==> src/rtl/mc_controller.sv <==
// Multicycle RV32I main controller with embedded ALU decoder.
// Define MC_ILLEGAL_TRAP_EN to trap unknown opcodes in a sticky TRAP state.

`ifndef MC_ALU_DEFS
`define MC_ALU_DEFS
`define ALU_ADD  4'b0000
`define ALU_SUB  4'b0001
`define ALU_AND  4'b0010
`define ALU_OR   4'b0011
`define ALU_XOR  4'b0100
`define ALU_SLT  4'b0101
`define ALU_SLTU 4'b0110
`define ALU_SLL  4'b0111
`define ALU_SR   4'b1000
`endif

module aludec (
  input  logic       op5,
  input  logic [2:0] funct3,
  input  logic       funct7b5,
  input  logic [1:0] alu_op,
  output logic [3:0] alu_control
);

  // Map ALUOp plus funct fields onto an ALU operation code
  always_comb begin
    alu_control = `ALU_ADD;
    case (alu_op)
      2'b00: alu_control = `ALU_ADD;
      2'b01: alu_control = `ALU_SUB;
      default: begin
        case (funct3)
          3'b000:  alu_control = (op5 & funct7b5) ? `ALU_SUB : `ALU_ADD;
          3'b001:  alu_control = `ALU_SLL;
          3'b010:  alu_control = `ALU_SLT;
          3'b011:  alu_control = `ALU_SLTU;
          3'b100:  alu_control = `ALU_XOR;
          3'b101:  alu_control = `ALU_SR;
          3'b110:  alu_control = `ALU_OR;
          default: alu_control = `ALU_AND;
        endcase
      end
    endcase
  end

endmodule

module mc_controller #(
  parameter int MEM_TIMEOUT = 16
) (
  input  logic       clk,
  input  logic       reset,
  input  logic [6:0] op,
  input  logic [2:0] funct3,
  input  logic       funct7b5,
  input  logic       br_taken,
  input  logic       mem_ready,
  output logic       PCWrite,
  output logic       AdrSrc,
  output logic       MemRead,
  output logic       MemWrite,
  output logic       IRWrite,
  output logic       RegWrite,
  output logic [1:0] ResultSrc,
  output logic [1:0] ALUSrcA,
  output logic [1:0] ALUSrcB,
  output logic [3:0] ALUControl,
  output logic       bus_timeout,
  output logic       illegal
);

  typedef enum logic [3:0] {
    S_FETCH, S_DECODE, S_MEMADR, S_MEMREAD,
    S_MEMWB, S_MEMWRITE, S_EXECR, S_EXECI,
    S_LUI, S_AUIPC, S_ALUWB, S_BRANCH,
    S_JAL, S_JALR, S_JALR2
`ifdef MC_ILLEGAL_TRAP_EN
    , S_TRAP
`endif
  } state_t;

  localparam int CW = (MEM_TIMEOUT > 2) ? $clog2(MEM_TIMEOUT) : 1;
  localparam logic [CW-1:0] TMAX =
    CW'((MEM_TIMEOUT > 0) ? MEM_TIMEOUT - 1 : 0);

  state_t state_q, state_d;
  logic [CW-1:0] cnt_q, cnt_d;

  logic       pcw, irw, rgw, mrd, mwr, adr;
  logic [1:0] rsrc, sa, sb, alu_op;
  logic       waiting, hit;

  // Next-state selection; memory states hold until mem_ready
  always_comb begin
    state_d = state_q;
    case (state_q)
      S_FETCH:    if (mem_ready) state_d = S_DECODE;
      S_DECODE: begin
        case (op)
          7'b0000011,
          7'b0100011: state_d = S_MEMADR;
          7'b0110011: state_d = S_EXECR;
          7'b0010011: state_d = S_EXECI;
          7'b1100011: state_d = S_BRANCH;
          7'b1101111: state_d = S_JAL;
          7'b1100111: state_d = S_JALR;
          7'b0110111: state_d = S_LUI;
          7'b0010111: state_d = S_AUIPC;
`ifdef MC_ILLEGAL_TRAP_EN
          default:    state_d = S_TRAP;
`else
          default:    state_d = S_FETCH;
`endif
        endcase
      end
      S_MEMADR:   state_d = op[5] ? S_MEMWRITE : S_MEMREAD;
      S_MEMREAD:  if (mem_ready) state_d = S_MEMWB;
      S_MEMWRITE: if (mem_ready) state_d = S_FETCH;
      S_MEMWB,
      S_ALUWB,
      S_BRANCH:   state_d = S_FETCH;
      S_EXECR,
      S_EXECI,
      S_LUI,
      S_AUIPC,
      S_JAL,
      S_JALR2:    state_d = S_ALUWB;
      S_JALR:     state_d = S_JALR2;
`ifdef MC_ILLEGAL_TRAP_EN
      S_TRAP:     state_d = S_TRAP;
`endif
      default:    state_d = S_FETCH;
    endcase
  end

  // Datapath controls decoded from the current state
  always_comb begin
    pcw    = 1'b0;
    irw    = 1'b0;
    rgw    = 1'b0;
    mrd    = 1'b0;
    mwr    = 1'b0;
    adr    = 1'b0;
    rsrc   = 2'b00;
    sa     = 2'b00;
    sb     = 2'b00;
    alu_op = 2'b00;
    case (state_q)
      S_FETCH: begin
        mrd  = 1'b1;
        sb   = 2'b10;
        rsrc = 2'b10;
        irw  = mem_ready;
        pcw  = mem_ready;
      end
      S_DECODE: begin
        sa = 2'b01;
        sb = 2'b01;
      end
      S_MEMADR: begin
        sa = 2'b10;
        sb = 2'b01;
      end
      S_MEMREAD: begin
        adr = 1'b1;
        mrd = 1'b1;
      end
      S_MEMWB: begin
        rsrc = 2'b01;
        rgw  = 1'b1;
      end
      S_MEMWRITE: begin
        adr = 1'b1;
        mwr = 1'b1;
      end
      S_EXECR: begin
        sa     = 2'b10;
        alu_op = 2'b10;
      end
      S_EXECI: begin
        sa     = 2'b10;
        sb     = 2'b01;
        alu_op = 2'b10;
      end
      S_LUI: begin
        sa = 2'b11;
        sb = 2'b01;
      end
      S_AUIPC: begin
        sa = 2'b01;
        sb = 2'b01;
      end
      S_ALUWB: rgw = 1'b1;
      S_BRANCH: begin
        sa     = 2'b10;
        alu_op = 2'b01;
        pcw    = br_taken;
      end
      S_JAL, S_JALR2: begin
        pcw = 1'b1;
        sa  = 2'b01;
        sb  = 2'b10;
      end
      S_JALR: begin
        sa = 2'b10;
        sb = 2'b01;
      end
      default: ;
    endcase
  end

  // Memory wait counter; wraps after each timeout pulse
  always_comb begin
    waiting = (mrd | mwr) & ~mem_ready;
    hit     = 1'b0;
    cnt_d   = '0;
    if (MEM_TIMEOUT > 0) begin
      hit = waiting && (cnt_q == TMAX);
      if (waiting && (state_d == state_q) && !hit)
        cnt_d = cnt_q + 1'b1;
    end
  end

  // State, wait counter and sticky illegal flag
`ifdef MC_ILLEGAL_TRAP_EN
  logic illegal_q, illegal_d;

  // Sticky flag set on entry to TRAP
  always_comb illegal_d = illegal_q | (state_d == S_TRAP);

  always_ff @(posedge clk or posedge reset) begin
    if (reset) begin
      state_q   <= S_FETCH;
      cnt_q     <= '0;
      illegal_q <= 1'b0;
    end else begin
      state_q   <= state_d;
      cnt_q     <= cnt_d;
      illegal_q <= illegal_d;
    end
  end

  assign illegal = illegal_q;
`else
  always_ff @(posedge clk or posedge reset) begin
    if (reset) begin
      state_q <= S_FETCH;
      cnt_q   <= '0;
    end else begin
      state_q <= state_d;
      cnt_q   <= cnt_d;
    end
  end

  assign illegal = 1'b0;
`endif

  aludec u_aludec (
    .op5        (op[5]),
    .funct3     (funct3),
    .funct7b5   (funct7b5),
    .alu_op     (alu_op),
    .alu_control(ALUControl)
  );

  // Strobes are killed by reset without waiting for a clock edge
  assign PCWrite     = pcw & ~reset;
  assign IRWrite     = irw & ~reset;
  assign RegWrite    = rgw & ~reset;
  assign MemRead     = mrd & ~reset;
  assign MemWrite    = mwr & ~reset;
  assign bus_timeout = hit & ~reset;
  assign AdrSrc      = adr;
  assign ResultSrc   = rsrc;
  assign ALUSrcA     = sa;
  assign ALUSrcB     = sb;

endmodule

==> config.mk <==
export PLATFORM = sky130hd
export DESIGN_NAME = mc_controller
export DESIGN_NICKNAME = d
export VERILOG_FILES = /design/src/rtl/mc_controller.sv
export SDC_FILE = /design/constraint.sdc
export NUM_CORES = 1
export LEC_CHECK = 0
export ABC_AREA = 1
export BUFFER_PORTS_ARGS = -buffer_cell sky130_fd_sc_hd__buf_4
export CORE_MARGIN = 2
export CORE_UTILIZATION = 51
export CTS_BUF_LIST = sky130_fd_sc_hd__clkbuf_4 sky130_fd_sc_hd__clkbuf_8 sky130_fd_sc_hd__clkbuf_16
export DETAILED_ROUTE_END_ITERATION = 6
export PLACE_DENSITY = 0.87
export SKIP_CTS_REPAIR_TIMING = 1
export SLEW_MARGIN = 20
export SYNTH_ARGS = -nofsm -noshare
export SYNTH_HDL_FRONTEND = slang
export SYNTH_SLANG_ARGS = --single-unit
==> constraint.sdc <==
create_clock -name clk -period 2.8 [get_ports clk]
set_input_delay 0.56 -clock clk [delete_from_list [all_inputs] [get_ports clk]]
set_output_delay 0.56 -clock clk [all_outputs]
set_load 0.005 [all_outputs]
# Word-level counts from Yosys, hierarchy flattened
# Cells that the tools add are included.
word_totals:
  register_bits: 8
  input_bits: 15
  wordCells: 84
classes:
  n_addsub: 1
  n_eq_ne: 32
  mux: 20
  bitwise: 11
  n_reduce_logical: 18
op_table:
  columns: ["op", "count"]
  rows:
  - ["4-bit case mux with 7 select lines", 2]
  - ["4-bit equality test (second input constant)", 8]
  - ["4-bit case mux with 8 select lines", 1]
  - ["7-bit by 6-bit equality test with 1-bit output (second input constant)", 3]
  - ["7-bit equality test (second input constant)", 3]
  - ["4-bit by 3-bit equality test with 1-bit output (second input constant)", 4]
  - ["4-bit 2-to-1 mux", 4]
  - ["7-bit by 5-bit equality test with 1-bit output (second input constant)", 2]
  - ["2-bit case mux with 2 select lines", 3]
  - ["2-bit OR reduction", 6]
  - ["6-bit OR reduction", 2]
  - ["3-bit equality test (second input constant)", 3]
  - ["1-bit AND", 8]
  - ["4-bit by 2-bit equality test with 1-bit output (second input constant)", 2]
  - ["4-bit case mux with 2 select lines", 1]
  - ["7-bit by 2-bit equality test with 1-bit output (second input constant)", 1]
  - ["3-bit by 2-bit equality test with 1-bit output (second input constant)", 2]
  - ["1-bit 2-to-1 mux", 6]
  - ["2-bit case mux with 3 select lines", 1]
  - ["5-bit OR reduction", 1]
  - ["4-bit by 1-bit adder with 4-bit output (second input constant)", 1]
  - ["4-bit by 1-bit equality test with 1-bit output (second input constant)", 1]
  - ["4-bit equality test", 1]
  - ["4-bit zero test", 1]
  - ["other kinds (12)", 15]

# Longest topological paths before layout
# Gate-level depths: netlist of the first run.
depth:
  ltp_word: 9
  depth_mapped: 7
  mapped_depth_nobuf: 7

# Cells and area by module
# Synthesis of the first run repeated with hierarchy kept, for this count alone.
hier_totals:
  hier_cells: 144
  hier_area_um2: 800.8
modules_own_cells:
  columns: ["mod", "instances", "cells_each", "area_per_inst_um2", "seq_area_each_um2"]
  rows:
  - ["mc_controller", 1, 126, 724.4, 200.2]
  - ["aludec", 1, 18, 76.3, 0.0]

# Worst setup path after synthesis of the first run
# No wires, ideal clock.
synth_timing:
  path_kind: "register to output"
  startpoint: "register state_q[3]"
  endpoint: "output PCWrite"
  arrival_ps: 1015
  required_time_ps: 2240
  path_slack_ps: 1225
  stages_incl_launch_ff: 6
  n_path_buf: 0
  path_cell_list: "dfrtp_1 -> nor2_1 -> nand2_1 -> nor2_1 -> nand2_1 -> nand2_1"
synth_between:
  elab_chain_cells: 4
synth_rtl:
  columns: ["item", "line_no", "source"]
  rows:
  - ["start: declaration", "86", "state_t state_q, state_d;"]
  - ["start signal: assignment", "250", "state_q <= state_d;"]
  - ["4-bit equality test", "148", "case (state_q)"]
  - ["2-bit OR reduction", "148", null]
  - ["1-bit case mux with 3 select lines *", "148", null]
  - ["1-bit AND *", "267", "assign PCWrite = pcw & ~reset;"]
  - ["end: declaration", "58", "output logic PCWrite,"]
# Mark *: on every way between the ends. The rest lies on a longest branch, timed or not.

# Worst setup path after layout of the first run
layout_timing:
  startpoint: "register state_q[1]"
  endpoint: "output ALUControl[0]"
layout_between:
  elab_chain_cells: 5
layout_rtl:
  columns: ["item", "line_no", "source"]
  rows:
  - ["4-bit by 3-bit equality test with 1-bit output", "148", null]
  - ["2-bit OR reduction (no line)", null, null]
  - ["2-bit case mux with 2 select lines *", "148", null]
  - ["2-bit by 1-bit equality test with 1-bit output or 2-bit zero test (tied branches)", "28", "case (alu_op)"]
  - ["4-bit case mux with 2 select lines *", "28", null]
  - ["end: declaration", "67", "output logic [3:0] ALUControl,"]
# Marks and branches as above.

==> results.json, run 1 <==
{
  "grt_use_total_pct": 21.53,
  "power_density_nw_per_um2": 748.8,
  "dr.first_iter.drc_count": 24,
  "yosys.area.top_type": "dfrtp_1",
  "initial_core_util_pct": 54.65,
  "ir_worst_vdd_v": 0.0004440,
  "ctsLongestPathBuffers": 2,
  "endpoint_kind": "output pin",
  "rsz0062_at_grt": "false",
  "synth-edff-count": 0,
  "grt_pass1_vias": 854,
  "vias": 985,
  "syn_area_sq_um": 823.3,
  "fin_nets": 194,
  "min_path_type": "in2async",
  "netSwitchingFraction_pct": 46.55,
  "slew_violations": 0,
  "clkLatencyLatePin_ps": 240,
  "cts_tree": "built",
  "ff_latch_area_sq_um": 200.2,
  "cts_buffers": 3,
  "io_pins": 33,
  "critPathKind": "reg2out",
  "antenna_found_initial": 0,
  "highest_layer": "met3",
  "fmax_mhz": 487.7,
  "intPower_mw": 0.4321,
  "startpoint_type": "register",
  "synth_cells": 144,
  "netSwitchingPower_mw": 0.3764,
  "cap_violations": 0,
  "met3_wirelength_um": 110,
  "synth-async-reset-ratio_pct": 100.0,
  "synthTopCellsByArea": "dfrtp_1 (24%), nand2_1 (20%), nor2_1 (14%)",
  "syn2layout_area_growth_pct": 31.16,
  "route.detailed.drc": 0,
  "synth_nets": 160,
  "hold_viol": 0,
  "portBuffers": 31,
  "setup_viol": 0,
  "worst_path_max_delay_cell": "dfrtp_1",
  "required_ps": 2240,
  "via_per_inst": 5.130,
  "first_pass_iters": 4,
  "ant_nets": 0,
  "crit_chain": "inv_1 > nor2_1 > o21ai_0 > o21ai_0 > buf_4",
  "diodes": 0,
  "wl_per_cell_um": 9.901,
  "dieHeight_um": 44.18,
  "stdcell_count": 192,
  "period_share_pct": 73.22,
  "worst_setup_hold_path_clk_slew_ps": 50,
  "p_seq_share_pct": 26.5,
  "die_x_um": 44.18,
  "clockPowerShare_pct": 10.1,
  "cpPeakStageDelay_ps": 530,
  "gp_congestion": 0.9448,
  "synthDistinctLibCells": 24,
  "cts_num_sinks": 8,
  "dp.cells": 189,
  "grt_pass1_wl_um": 3277,
  "combPwrFrac_pct": 63.4,
  "fin_crit_ps": 2050,
  "multi_input_area_sq_um": 514.2,
  "worstPathArrival_ps": 1490,
  "fin_skew_ps": 2.723,
  "status": "completed",
  "cp_max_fo": 8,
  "syn-mean-instance-area_sq_um": 5.717,
  "p_leak_nw": 0.6604,
  "cp_common_cell": "o21ai_0",
  "grt_max_degree": 11,
  "htreeDepth": 1,
  "root_buffer": "clkbuf_4",
  "grt_overflow_total": 0,
  "num-fill-cells": 127,
  "die-area_sq_um": 1952,
  "wl_met2_um": 974,
  "yosysSeqAreaShare_pct": 24.32,
  "synth_top_area_share_pct": 24.32,
  "dp_hpwl_um": 1573,
  "synth_warnings": 0,
  "synth_seq_cells": 8,
  "drive_gt1_share_pct": 25.57,
  "finalSetupTns_ps": 0,
  "rows": 14,
  "drt_wl_total_um": 1901,
  "wl_met1_um": 816,
  "synth_ff_type": "dfrtp_1",
  "core_sq_um": 1506
}
## state kept, by name, summed over array words and instances, names as in the netlist
signal,cells
state_q,4
cnt_q,4
## layer usage
metal,vias up,GRT usage [%]
met5,-,0
met4,0,8.485
met3,0,2.041
met2,31,35.59
met1,445,28.97
li1,509,-
## critical path: cells and delay by family (launching register included)
kind                   cells  cell delay, ps
DFF                        1             530
and+or+nand+nor            1             190
AOI/OAI and AO/OA          2             260
buffers and inverters      2             270
## cell usage in the layout (no fill, tap or decap), types with 2 or more instances in the layout
master	n
nand2_1	44
buf_4	31
nor2_1	30
inv_1	21
nand3_1	10
dfrtp_1	8
inv_2	3
nand2_2	3
o211ai_1	3
o21ai_0	3
a21oi_1	3
clkbuf_4	3
nor2_4	2
nand3_2	2
## cells in the mapped netlist, types with 2 or more instances
cell / number
o21ai_0: 3
nand3_1: 10
nand3_2: 2
a21oi_1: 3
inv_1: 21
dfrtp_1: 8
nand2_1: 44
inv_2: 3
o211ai_1: 3
nor2_4: 2
nor2_1: 30
nand2_2: 3
## path summary, 6_finish.rpt
path | from | cells after the start | to | slack, ps
max | state_q[1] | 5 | ALUControl[0] | 750
min | reset | 2 | cnt_q[2] | 310
max reg2reg | state_q[1] | 5 | state_q[1] | 1520
min reg2reg | cnt_q[0] | 1 | cnt_q[0] | 470
max in group asynchronous | reset | 2 | state_q[1] | 2240
min in group clk | cnt_q[0] | 1 | cnt_q[0] | 470
## layout make-up
type	instances	area share, %
Multi-Input combinational cell	110	47.62
Timing Repair Buffer	31	21.55
Sequential cell	8	18.54
Inverter	24	8.343
Clock buffer	3	2.086
Tap cell	16	1.854
## metrics by stage
step                      power [mW]  utilization, %  cell area, sq um  hold WS [ps]  setup slack, ps
after floorplan               0.5252               -             823.3         392.1             1225
final                         0.8085           71.68              1080         307.1            749.7
after global placement        0.7151           70.18              1057         449.7            990.1
after CTS                     0.8137           71.68              1080         307.2            749.6
after detailed placement      0.7243           70.18              1057         452.0            975.1
after global routing          0.8882           71.68              1080         330.0            600.1
## power groups by stage
stage | clock network, mW | logic, mW | registers, mW
final | 0.0815 | 0.513 | 0.214
after floorplan | 0 | 0.336 | 0.189
after global placement | 0 | 0.506 | 0.209
after CTS | 0.0859 | 0.516 | 0.212
after detailed placement | 0 | 0.512 | 0.213
after global routing | 0.0950 | 0.576 | 0.217
## cells by family (layout without fill, tap and decap cells)
| logic type | after synthesis | count (layout) | synth area share [%] |
|---|---|---|---|
| compound gates | 11 | 11 | 8.206 |
| xor+xnor | 2 | 2 | 2.128 |
| fa+ha+maj | 1 | 1 | 1.520 |
| buf+inv | 26 | 58 | 13.22 |
| flops | 8 | 8 | 24.32 |
| other cells | 1 | 1 | 0.4555 |
| simple gates | 95 | 95 | 50.15 |
Note: power is estimated with default switching activity, not from simulation.
==> run 2, diff against run 1 <==
--- a/config.mk
+++ b/config.mk
@@ -8,10 +8,10 @@
 export ABC_AREA = 1
 export BUFFER_PORTS_ARGS = -buffer_cell sky130_fd_sc_hd__buf_4
 export CORE_MARGIN = 2
-export CORE_UTILIZATION = 51
+export CORE_UTILIZATION = 43
 export CTS_BUF_LIST = sky130_fd_sc_hd__clkbuf_4 sky130_fd_sc_hd__clkbuf_8 sky130_fd_sc_hd__clkbuf_16
 export DETAILED_ROUTE_END_ITERATION = 6
-export PLACE_DENSITY = 0.87
+export PLACE_DENSITY = 0.78
 export SKIP_CTS_REPAIR_TIMING = 1
 export SLEW_MARGIN = 20
 export SYNTH_ARGS = -nofsm -noshare
==> constraint.sdc (replaced) <==
create_clock -name clk -period 1.7 [get_ports clk]
set_input_delay 0.34 -clock clk [delete_from_list [all_inputs] [get_ports clk]]
set_output_delay 0.34 -clock clk [all_outputs]
set_load 0.005 [all_outputs]
==> run 2 against run 1 <==
The run now ends with setup timing left. Power rose by 82%. Hold slack got worse by 280 ps. Clock power grew 71%. Count of clock-buffer cells in the layout unchanged. Core utilization fell by 5.0 points. Sequential power increased by 77%. Critical path type unchanged.
==> results.json, run 2 (synthesis results as in run 1) <==
{
  "power_density_nw_per_um2": 1252,
  "final_util_pct": 66.67,
  "via_per_inst": 4.912,
  "fin_nets": 198,
  "rsz0062_at_grt": "true",
  "dr.first_iter.drc_count": 38,
  "die-area_sq_um": 2281,
  "fin_skew_ps": 1.014,
  "violations": "setup timing",
  "die_x_um": 47.76,
  "cap_violations": 0,
  "first_pass_iters": 4,
  "min_path_type": "in2async",
  "slew_violations": 0,
  "critPathKind": "reg2out",
  "final_cell_mix": "nand2_1 (40), buf_4 (35), nor2_1 (25), inv_1 (19), nand3_1 (10)",
  "grt_pass1_vias": 816,
  "vias": 1007,
  "drt_wl_total_um": 2155,
  "core_sq_um": 1764,
  "worst_setup_hold_path_clk_slew_ps": 50,
  "gp_congestion": 0.8978,
  "grt_max_degree": 9,
  "whs_ps": 30.09,
  "fmax_mhz": 580.9,
  "htreeDepth": 1,
  "hold_viol": 0,
  "io_pins": 33,
  "startpoint_type": "register",
  "diodes": 0,
  "largest_registers": "cnt_q: 4 flops, state_q: 4 flops",
  "final.setup.worst_slack_ps": -21.47,
  "cts_num_sinks": 8,
  "drive_gt1_share_pct": 36.67,
  "route.detailed.drc": 0,
  "antenna_found_initial": 0,
  "dp_hpwl_um": 1639,
  "ir_worst_vdd_v": 0.0007525,
  "placed_area_sq_um": 1076,
  "grt_use_total_pct": 19.27,
  "status": "complete, but fails checks",
  "cp_max_fo": 8,
  "place_ws_ps": 151.3,
  "endpoint_kind": "output pin",
  "grt_overflow_total": 0,
  "syn2layout_area_growth_pct": 42.86,
  "grt_pass1_wl_um": 3146,
  "portBuffers": 31,
  "dieHeight_um": 47.76,
  "num-fill-cells": 171,
  "power_mw": 1.472,
  "finalSetupTns_ps": -42.35,
  "fin_crit_ps": 1721,
  "p_leak_nw": 0.6799,
  "ctsLongestPathBuffers": 2,
  "cts_tree": "built",
  "stdcell_count": 205,
  "postLayoutCellArea_sq_um": 1176,
  "wl_per_cell_um": 10.51,
  "dp.cells": 199,
  "rows": 15,
  "cts_buffers": 3,
  "clkLatencyLatePin_ps": 250,
  "required_ps": 1360,
  "layout_commonest_cell": "nand2_1",
  "period_share_pct": 101.3,
  "root_buffer": "clkbuf_4",
  "ant_nets": 0,
  "worstPathArrival_ps": 1380,
  "setup_viol": 4,
  "initial_core_util_pct": 46.67
}
-- run 2: cell types whose count changed in the layout (fill, tap and decap cells not counted), moves of 2 or more --
cell | previous run | this run
dfrtp_1 | 8 | 4
buf_4 | 31 | 35
nor2_2 | 1 | 4
inv_1 | 21 | 19
nor2_4 | 2 | 4
nand2_1 | 44 | 40
nand2_2 | 3 | 6
dfrtp_2 | 0 | 4
o21ai_1 | 0 | 2
nor2_1 | 30 | 25
o21ai_0 | 3 | 1
-- run 2: routing by layer --
layer  wire, um  part of all wire (%)  track usage, %
met1        840                    39           23.65
met2       1143                    53           33.07
met3        159                   7.4           3.396
met4         11                  0.51           8.108
met5          0                     0               0
-- run 2: layout make-up --
class                   count  area [sq um]  area share (%)
clock buffers               3         22.52           1.915
flip-flops and latches      8         205.2           17.45
multi-input cells         110         561.8           47.77
inverters                  24         92.59           7.872
repair buffers             35         262.8           22.34
well taps                  25         31.28           2.660
-- run 2: report_power, final --
group | internal, mW | switching (mW) | total (mW)
Clock | 0.0803 | 0.0586 | 0.139
Sequential | 0.256 | 0.121 | 0.378
Combinational | 0.436 | 0.520 | 0.956
-- run 2: worst paths after layout --
| check | startpoint | end | slack, ps | depth (start not counted) |
|---|---|---|---|---|
| max | state_q[1] | bus_timeout | -20 | 6 |
| min | reset | state_q[0] | 30 | 2 |
| max reg2reg | state_q[3] | state_q[0] | 430 | 6 |
| min reg2reg | cnt_q[0] | cnt_q[0] | 470 | 1 |
| max in group asynchronous | reset | cnt_q[3] | 1350 | 3 |
| min in group clk | op[5] | state_q[2] | 400 | 5 |
-- run 2: worst max-delay path, cell delays in order, from the launching register on --
cell     delay, ps
dfrtp_2        490
inv_2          130
nand2_1         90
nand3_2         90
nand2_2         60
and3_1         140
buf_4          130
